## src/rtl/scan_decoder_n_if.sv

```systemverilog
// Bus for scan_decoder_n: the enables, mode and select going in, and the registered strobes coming out.
interface scan_decoder_n_if #(
  parameter int SEL_W   = 3,
  parameter int NUM_OUT = 2 ** SEL_W
);
  logic               G1;
  logic               G2_n;
  logic               G3_n;
  logic               mode;
  logic [SEL_W-1:0]   A;
  logic [NUM_OUT-1:0] Y;
  logic [SEL_W-1:0]   cur_sel;
  logic               wrap;

  modport master (
    output G1, G2_n, G3_n, mode, A,
    input  Y, cur_sel, wrap
  );

  modport slave (
    input  G1, G2_n, G3_n, mode, A,
    output Y, cur_sel, wrap
  );
endinterface

```

## src/rtl/scan_decoder_n.sv

```systemverilog
// Registered active-low decoder with a prescaled scan mode for multiplexed display strobes.
// Define SCAN_BLANK_EN to blank Y for one cycle between scan strobes (requires DIV >= 2).
module scan_decoder_n #(
  parameter int SEL_W   = 3,
  parameter int NUM_OUT = 2 ** SEL_W,
  parameter int DIV     = 4
) (
  input  logic            clk,
  input  logic            rst_n,
  scan_decoder_n_if.slave bus
);
  localparam int PW = (DIV > 1) ? $clog2(DIV) : 1;

`ifdef SCAN_BLANK_EN
  generate
    if (DIV < 2) begin : g_div_check
      $error("scan_decoder_n: DIV must be >= 2 when blanking is enabled");
    end
  endgenerate
`endif

  typedef enum logic {IDLE, RUN} state_t;

  state_t             state_reg;
  logic [PW-1:0]      presc_reg;
  logic [SEL_W-1:0]   idx_reg;
  logic [NUM_OUT-1:0] y_reg;
  logic [SEL_W-1:0]   cur_sel_reg;
  logic               wrap_reg;

  logic               en;
  logic               tick;
  logic [SEL_W-1:0]   idx_inc;
  logic [NUM_OUT-1:0] dir_y;
  logic [NUM_OUT-1:0] cur_y;
  logic [NUM_OUT-1:0] inc_y;

  assign en      = bus.G1 & ~bus.G2_n & ~bus.G3_n;
  assign tick    = (presc_reg == PW'(DIV - 1));
  assign idx_inc = (idx_reg == SEL_W'(NUM_OUT - 1)) ? '0 : idx_reg + 1'b1;

  // Out-of-range direct selects match no line, so they decode to all ones.
  genvar gi;
  generate
    for (gi = 0; gi < NUM_OUT; gi++) begin : g_dec
      assign dir_y[gi] = ~(en && (bus.A == SEL_W'(gi)));
      assign cur_y[gi] = ~(idx_reg == SEL_W'(gi));
      assign inc_y[gi] = ~(idx_inc == SEL_W'(gi));
    end
  endgenerate

  always_ff @(posedge clk or negedge rst_n) begin
    if (!rst_n) begin
      state_reg   <= IDLE;
      presc_reg   <= '0;
      idx_reg     <= '0;
      y_reg       <= '1;
      cur_sel_reg <= '0;
      wrap_reg    <= 1'b0;
    end else if (!bus.mode) begin
      state_reg   <= IDLE;
      presc_reg   <= '0;
      idx_reg     <= '0;
      y_reg       <= dir_y;
      cur_sel_reg <= bus.A;
      wrap_reg    <= 1'b0;
    end else if (!en) begin
      // Pause keeps idx so the resumed strobe gets a full dwell on the same line.
      state_reg <= IDLE;
      presc_reg <= '0;
      y_reg     <= '1;
      wrap_reg  <= 1'b0;
    end else if (state_reg == IDLE) begin
      state_reg   <= RUN;
      presc_reg   <= '0;
      y_reg       <= cur_y;
      cur_sel_reg <= idx_reg;
      wrap_reg    <= 1'b0;
    end else if (tick) begin
      presc_reg   <= '0;
      idx_reg     <= idx_inc;
      y_reg       <= inc_y;
      cur_sel_reg <= idx_inc;
      wrap_reg    <= (idx_inc == '0);
    end else begin
      presc_reg <= presc_reg + 1'b1;
      wrap_reg  <= 1'b0;
`ifdef SCAN_BLANK_EN
      if (presc_reg == PW'(DIV - 2)) begin
        y_reg <= '1;
      end
`endif
    end
  end

  assign bus.Y       = y_reg;
  assign bus.cur_sel = cur_sel_reg;
  assign bus.wrap    = wrap_reg;
endmodule

```

## src/flat_wrapper.sv

```systemverilog
// flat-port wrapper written by rule: the top's interface ports become plain ports
module scan_decoder_n_flat 
#(
  parameter int SEL_W   = 3,
  parameter int NUM_OUT = 2 ** SEL_W,
  parameter int DIV     = 4
)
  (clk, rst_n, bus_G1, bus_G2_n, bus_G3_n, bus_mode, bus_A, bus_Y, bus_cur_sel, bus_wrap);
  scan_decoder_n_if #(.SEL_W(SEL_W), .NUM_OUT(NUM_OUT)) bus_i ();
  input  logic clk;
  input  logic rst_n;
  input wire logic [$bits(bus_i.G1)-1:0] bus_G1;
  input wire logic [$bits(bus_i.G2_n)-1:0] bus_G2_n;
  input wire logic [$bits(bus_i.G3_n)-1:0] bus_G3_n;
  input wire logic [$bits(bus_i.mode)-1:0] bus_mode;
  input wire logic [$bits(bus_i.A)-1:0] bus_A;
  output wire logic [$bits(bus_i.Y)-1:0] bus_Y;
  output wire logic [$bits(bus_i.cur_sel)-1:0] bus_cur_sel;
  output wire logic [$bits(bus_i.wrap)-1:0] bus_wrap;
  assign bus_i.G1 = bus_G1;
  assign bus_i.G2_n = bus_G2_n;
  assign bus_i.G3_n = bus_G3_n;
  assign bus_i.mode = bus_mode;
  assign bus_i.A = bus_A;
  assign bus_Y = bus_i.Y;
  assign bus_cur_sel = bus_i.cur_sel;
  assign bus_wrap = bus_i.wrap;
  scan_decoder_n #(.SEL_W(SEL_W), .NUM_OUT(NUM_OUT), .DIV(DIV)) u_core (.clk(clk), .rst_n(rst_n), .bus(bus_i));
endmodule
```

## config.mk

```make
export PLATFORM = sky130hd
export DESIGN_NAME = scan_decoder_n_flat
export DESIGN_NICKNAME = d
export VERILOG_FILES = /design/src/rtl/scan_decoder_n_if.sv /design/src/rtl/scan_decoder_n.sv /design/src/flat_wrapper.sv
export SDC_FILE = /design/constraint.sdc
export NUM_CORES = 1
export LEC_CHECK = 0
export ABC_AREA = 1
export BUFFER_PORTS_ARGS = -buffer_cell sky130_fd_sc_hd__buf_2
export CAP_MARGIN = 10
export CORE_MARGIN = 1.5
export CORE_UTILIZATION = 30
export CTS_CLUSTER_DIAMETER = 100
export DETAILED_ROUTE_END_ITERATION = 10
export PLACE_DENSITY = 0.58
export SLEW_MARGIN = 10
export SYNTH_ARGS = -nofsm -noshare
export SYNTH_HDL_FRONTEND = slang
export SYNTH_SLANG_ARGS = --single-unit
```

## constraint.sdc

```tcl
create_clock -name clk -period 2.94 [get_ports clk]
set_input_delay 0.588 -clock clk [delete_from_list [all_inputs] [get_ports clk]]
set_output_delay 0.588 -clock clk [all_outputs]
set_load 0.02 [all_outputs]
```

**Word-level counts from Yosys, hierarchy flattened**

Index checks and enable logic that the tools add are counted.

- Output and inout bits: 12
- Flip-flop bits (word level): 18
- Input bits: 9
- Logic and storage cells: 98

- Equality and inequality tests: 27
- Reductions and logical operators: 13
- Bitwise operators: 28
- Add/subtract/negate cells: 2
- Mux-type cells: 22

Operators with widths:

| operator | count |
|---|---|
| 3-bit == test, second input constant | 12 |
| 8-bit 2-to-1 mux | 4 |
| 1-bit NOT | 26 |
| 3-bit 2-to-1 mux | 8 |
| 3-bit by 2-bit == test with 1-bit output, second input constant | 6 |
| 3-bit by 1-bit == test with 1-bit output, second input constant | 3 |
| 3-bit logical NOT | 3 |
| 1-bit logical AND | 8 |
| 2-bit 2-to-1 mux | 4 |
| 1-bit 2-to-1 mux | 6 |
| 2-bit by 1-bit inequality test with 1-bit output, second input constant | 3 |
| 4-bit inequality test, second input constant | 1 |
| 3-bit by 1-bit adder with 3-bit output, second input constant | 1 |
| 3-bit inequality test, second input constant | 1 |
| 3-bit AND reduction | 1 |
| 2-bit by 1-bit adder with 2-bit output, second input constant | 1 |
| 1-bit bitwise AND | 2 |
| 2-bit == test, second input constant | 1 |
| 2-bit AND reduction | 1 |

**Depth between registers and ports, before layout**

- Depth after elaboration: 8
- Depth in mapped cells: 8
- Depth with buffers taken out: 8

**Worst setup path before layout**

Ideal clock, no wire load.

- Path type: reg-to-reg
- Start point: register u_core.idx_reg[0]
- End point: register u_core.y_reg[4], in the netlist u_core.bus.Y[4]
- Clock period less this slack: 1.395 ns
- Required time: 2.864 ns
- Data arrival time: 1.319 ns
- Cell stages (with the launch flop): 9
- Buffers on the path: 0
- Path slack: 1.545 ns
- Library setup time: 0.076 ns
- Path through: dfrtp_1 ha_1 ha_1 inv_1 nand3_1 nand3_1 nand3_1 nand2_1 nand2_1

- Longest elaborated chain between the ends: 8
- Elaborated cells between the ends (all ways): 11
- Those cells by class: add/sub (1); eq/ne (3); mux (5); bitwise (2)

Ends and longest elaborated chain:

| element | line | text |
|---|---|---|
| from (decl) | scan_decoder_n.sv:26 | `logic [SEL_W-1:0] idx_reg;` |
| from (signal assigned) | scan_decoder_n.sv:81 | `idx_reg <= idx_inc;` |
| 3-bit by 1-bit adder with 3-bit output / 3-bit == test (equally long branches) | scan_decoder_n.sv:40 | `assign idx_inc = (idx_reg == SEL_W'(NUM_OUT - 1)) ? '0 : idx_reg + 1'b1;` |
| 3-bit 2-to-1 mux | scan_decoder_n.sv:40 |  |
| 3-bit == test | scan_decoder_n.sv:48 | `assign inc_y[gi] = ~(idx_inc == SEL_W'(gi));` |
| 1-bit NOT | scan_decoder_n.sv:48 |  |
| 8-bit 2-to-1 mux | scan_decoder_n.sv:79 | `end else if (tick) begin` |
| 8-bit 2-to-1 mux * | scan_decoder_n.sv:73 | `end else if (state_reg == IDLE) begin` |
| 8-bit 2-to-1 mux * | scan_decoder_n.sv:67 | `end else if (!en) begin` |
| 8-bit 2-to-1 mux * | scan_decoder_n.sv:60 | `end else if (!bus.mode) begin` |
| to (signal assigned) | scan_decoder_n.sv:64 | `y_reg <= dir_y;` |
| to (signal assigned) | scan_decoder_n.sv:76 | `y_reg <= cur_y;` |
| to (signal assigned) | scan_decoder_n.sv:82 | `y_reg <= inc_y;` |
| to (decl) | scan_decoder_n.sv:27 | `logic [NUM_OUT-1:0] y_reg;` |

Mark *: on every way between the ends. The rest lies on a longest branch, timed or not. The select of a mux whose other input is x is not followed.
A chain may end at the register's enable or synchronous reset.

**Final worst setup path**

- Start point: register u_core.state_reg
- End point: register u_core.y_reg[0], in the netlist u_core.bus.Y[0]

- Longest elaborated chain between the ends: 3
- Elaborated cells between the ends (all ways): 4
- Those cells by class: eq/ne (1); mux (3)

Ends and longest elaborated chain:

| element | line | text |
|---|---|---|
| from (decl) | scan_decoder_n.sv:24 | `state_t state_reg;` |
| from (signal assigned) | scan_decoder_n.sv:54 | `state_reg <= IDLE;` |
| from (signal assigned) | scan_decoder_n.sv:61 | `state_reg <= IDLE;` |
| from (signal assigned) | scan_decoder_n.sv:69 | `state_reg <= IDLE;` |
| 8-bit 2-to-1 mux | scan_decoder_n.sv:73 |  |
| 8-bit 2-to-1 mux | scan_decoder_n.sv:67 |  |
| 8-bit 2-to-1 mux | scan_decoder_n.sv:60 |  |

Parallel ways exist; a longest one is shown, timed or not.

==> results.md <==
* Final Max Slew Viols at 0
* Gr usage total at 13.97%
* Worst skew pair latency at 250 ps
* Post-Synth XOR/XNOR Area at 0%
* Wire per inst at 11.66 um
* Stages on worst setup path at 5
* Max FFs per register at 8
* Reg-to-reg slack, setup at 1280 ps
* Run status: completed
* Lkg Pwr at 0.0006547 uW
* Layout cells sized above 1 at 20.00%
* Yosys Warn Count at 0
* Max-Cap Viols at 0
* Largest net degree at the start of global routing at 24
* CP bufs+invs at 1
* Global placer's final weighted congestion at 0.7717
* R2R Path Start: u_core.state_reg
* ANT nets after route at 0
* Worst Path Required at 3130 ps
* Mapped Area at 0.001149 mm2
* Initial Utilization at 31.37%
* Worst-case reg-to-reg path depth at 5
* Cells after synthesis at 155
* Post-synth top area cell: dfrtp_1
* Max incr delay on CP at 640 ps
* Root Buffer: clkbuf_8
* Mean Syn Cell Area at 7.410 um2
* CTS sink cnt at 18
* Compound-cell area share of the yosys netlist at 4.031%
* Most used cell, CP: nand2_1
* Unrepaired setup endpoints after global routing: false
* Worst setup EP type: register
* Worst Setup SP: u_core.state_reg
* Fin util at 36.40%
* Most common cell in the netlist: nand2_1
* Setup_tns at 0 ps
* Worst Hold Class: in -> async
* CTS clk-pin slew, worst paths at 70 ps
* Power Density at 374.7 mW/mm2
* Vias per Instance at 4.897
* Final net count at 194
* Worst-margin pin slew at 472.1 ps
* Worst setup path endpoint: u_core.bus.Y[0]
* Residual DRC at 0
* Post-synth EDFFs at 0
* Rel. slew slack at 68.53%
* DIE AREA at 0.004209 mm2
* Vias at 1092
* FF+latch count, synth at 18
* Port Buf Inserts at 20
* TritonCTS clock tree: done
* Mux cell area share after synthesis at 0%
* Post-detail-place hpwl at 1924 um
* GRT Residual Overflow at 0
* Skew final at 1.313 ps
* Num CTS Buffers at 3
* WP data arrival at 1840 ps
* Min Tclk post-route at 1656 ps
* Synth cell types at 18
* CTS H-tree lvls at 1
* Setup Fix Bufs, Post-CTS at 0
* Tcrit/Tclk final at 56.31%
* Global-route wire length before repair at 4560 um
* CTS Buffer Depth at 2
* FMAX at 0.6040 GHz
* Drt first pass iters at 4
* Post-synth top cells: nand2_1 (47), nand3_1 (35), inv_1 (12)
* Routed WL at 2600 um
* Net Count, Synth at 173
* Finish-stage setup viols at 0
* Pre-CTS setup slack at 1099 ps
* Initial antenna violation count at 0
* Placed cell count at 219
* Reg2reg end: u_core.bus.Y[0]
* Simple-Gate Fraction of Synth Area at 39.65%
* Crit-path slowest cell: dfrtp_1
* Core Box Area at 0.003661 mm2
* CP top delay family: simple AND/OR/NAND/NOR gates
* Sequential share of the synthesized area at 40.09%
* Synth area leaders: dfrtp_1 (22%), dfstp_2 (18%), nand2_1 (15%), nand3_1 (15%), ha_1 (9.8%)
* Ys async rst share at 100.0%
* Crit-path cells: nand2_1 -> nor3_4 -> inv_2 -> nand2_1 -> nand2_1
* Hold Violations, Final at 0
* Cts repair resizes at 0
* Synthesis-to-layout area growth at 16.01%
* Synth Flop Type: dfrtp_1
* 1st-iter DRT viols at 35
* Yosys top cell area share at 21.79%
* FP Rows at 22
* Synth Area in Adders at 9.804%
* Final WS setup at 1284 ps
* Worst VDD drop at 0.0001621 V
* Vias in the first global route at 975
* # hold bufs at CTS at 0
* Chip width at 64.88 um
* Post-Layout Cell Count at 223
* Worst setup SP type: register
* Die height at 64.88 um
* Maximum fanout along the worst path at 17
* Main combinational cell family by area after synthesis: simple AND/OR/NAND/NOR gates
* Setup Crit Path Kind: reg -> reg
* I/O pin count at 21
* # diodes at 0
==> worst min-delay path by stage <==
stage                             start               endpoint  slack [ps]
global route                      rst_n      u_core.idx_reg[1]         280
CTS                               rst_n    u_core.presc_reg[0]         270
floorplan                         rst_n  u_core.bus.cur_sel[0]         290
finish                            rst_n    u_core.presc_reg[0]         260
detailed placement  u_core.presc_reg[0]    u_core.presc_reg[0]         440
global placement    u_core.presc_reg[0]    u_core.presc_reg[0]         430
==> cells in the final DEF (no fill, tap or decap), types with 2 or more instances in the layout <==
cell type	synthesis	layout
a21oi_1	3	3
buf_2	2	20
clkbuf_8	0	3
dfrtp_1	10	10
dfstp_2	8	8
ha_1	9	9
inv_1	12	12
inv_2	2	2
nand2_1	47	47
nand3_1	35	35
nand4_1	5	5
nor2_1	11	11
o21ai_0	5	5
==> cell type report <==
| cell class | instances | area, um2 |
|---|---|---|
| fillers | 380 | 2328 |
| multi-input cells | 119 | 614.3 |
| flip-flops and latches | 18 | 460.4 |
| repair buffers | 20 | 100.1 |
| well taps | 48 | 60.06 |
| inverters | 14 | 52.55 |
| clock buffers | 4 | 45.04 |
==> through the flow <==
stage / total power, uW / hold slack [ps] / area, um2
floorplan: 300.7 / 292.4 / 1149
global placement: 326.2 / 426.6 / 1287
detailed placement: 325.5 / 440.4 / 1287
CTS: 508.4 / 272.5 / 1333
global route: 533.2 / 276.0 / 1333
finish: 499.3 / 259.5 / 1333
==> worst reg2reg max path: cells and delay by family (launching register included) <==
kind,cells,cell delay [ps]
simple gates,4,800
flops,1,640
buf+inv,1,140
==> logic make-up after synthesis <==
kind of cell / Yosys count
AOI/OAI and AO/OA: 9
adders and majority gates: 9
buffers and inverters: 18
and+or+nand+nor: 101
DFF: 18
==> metal layers <==
layer	global-route usage [%]	part of all wire, %
met1	19.31	50
met2	21.26	45
met3	2.257	2.8
met4	6.383	2.4
met5	0	0
==> where the power goes <==
| part | switching, uW | internal [uW] | leakage, uW | total, uW |
|---|---|---|---|---|
| Combinational | 42.1 | 17.9 | 0.000413 | 60.0 |
| Sequential | 4.70 | 256 | 0.000219 | 261 |
| Clock | 81.9 | 96.2 | 0.0000228 | 178 |
| Total | 129 | 371 | 0.000655 | 499 |
Power figures use the tool's default switching activity.
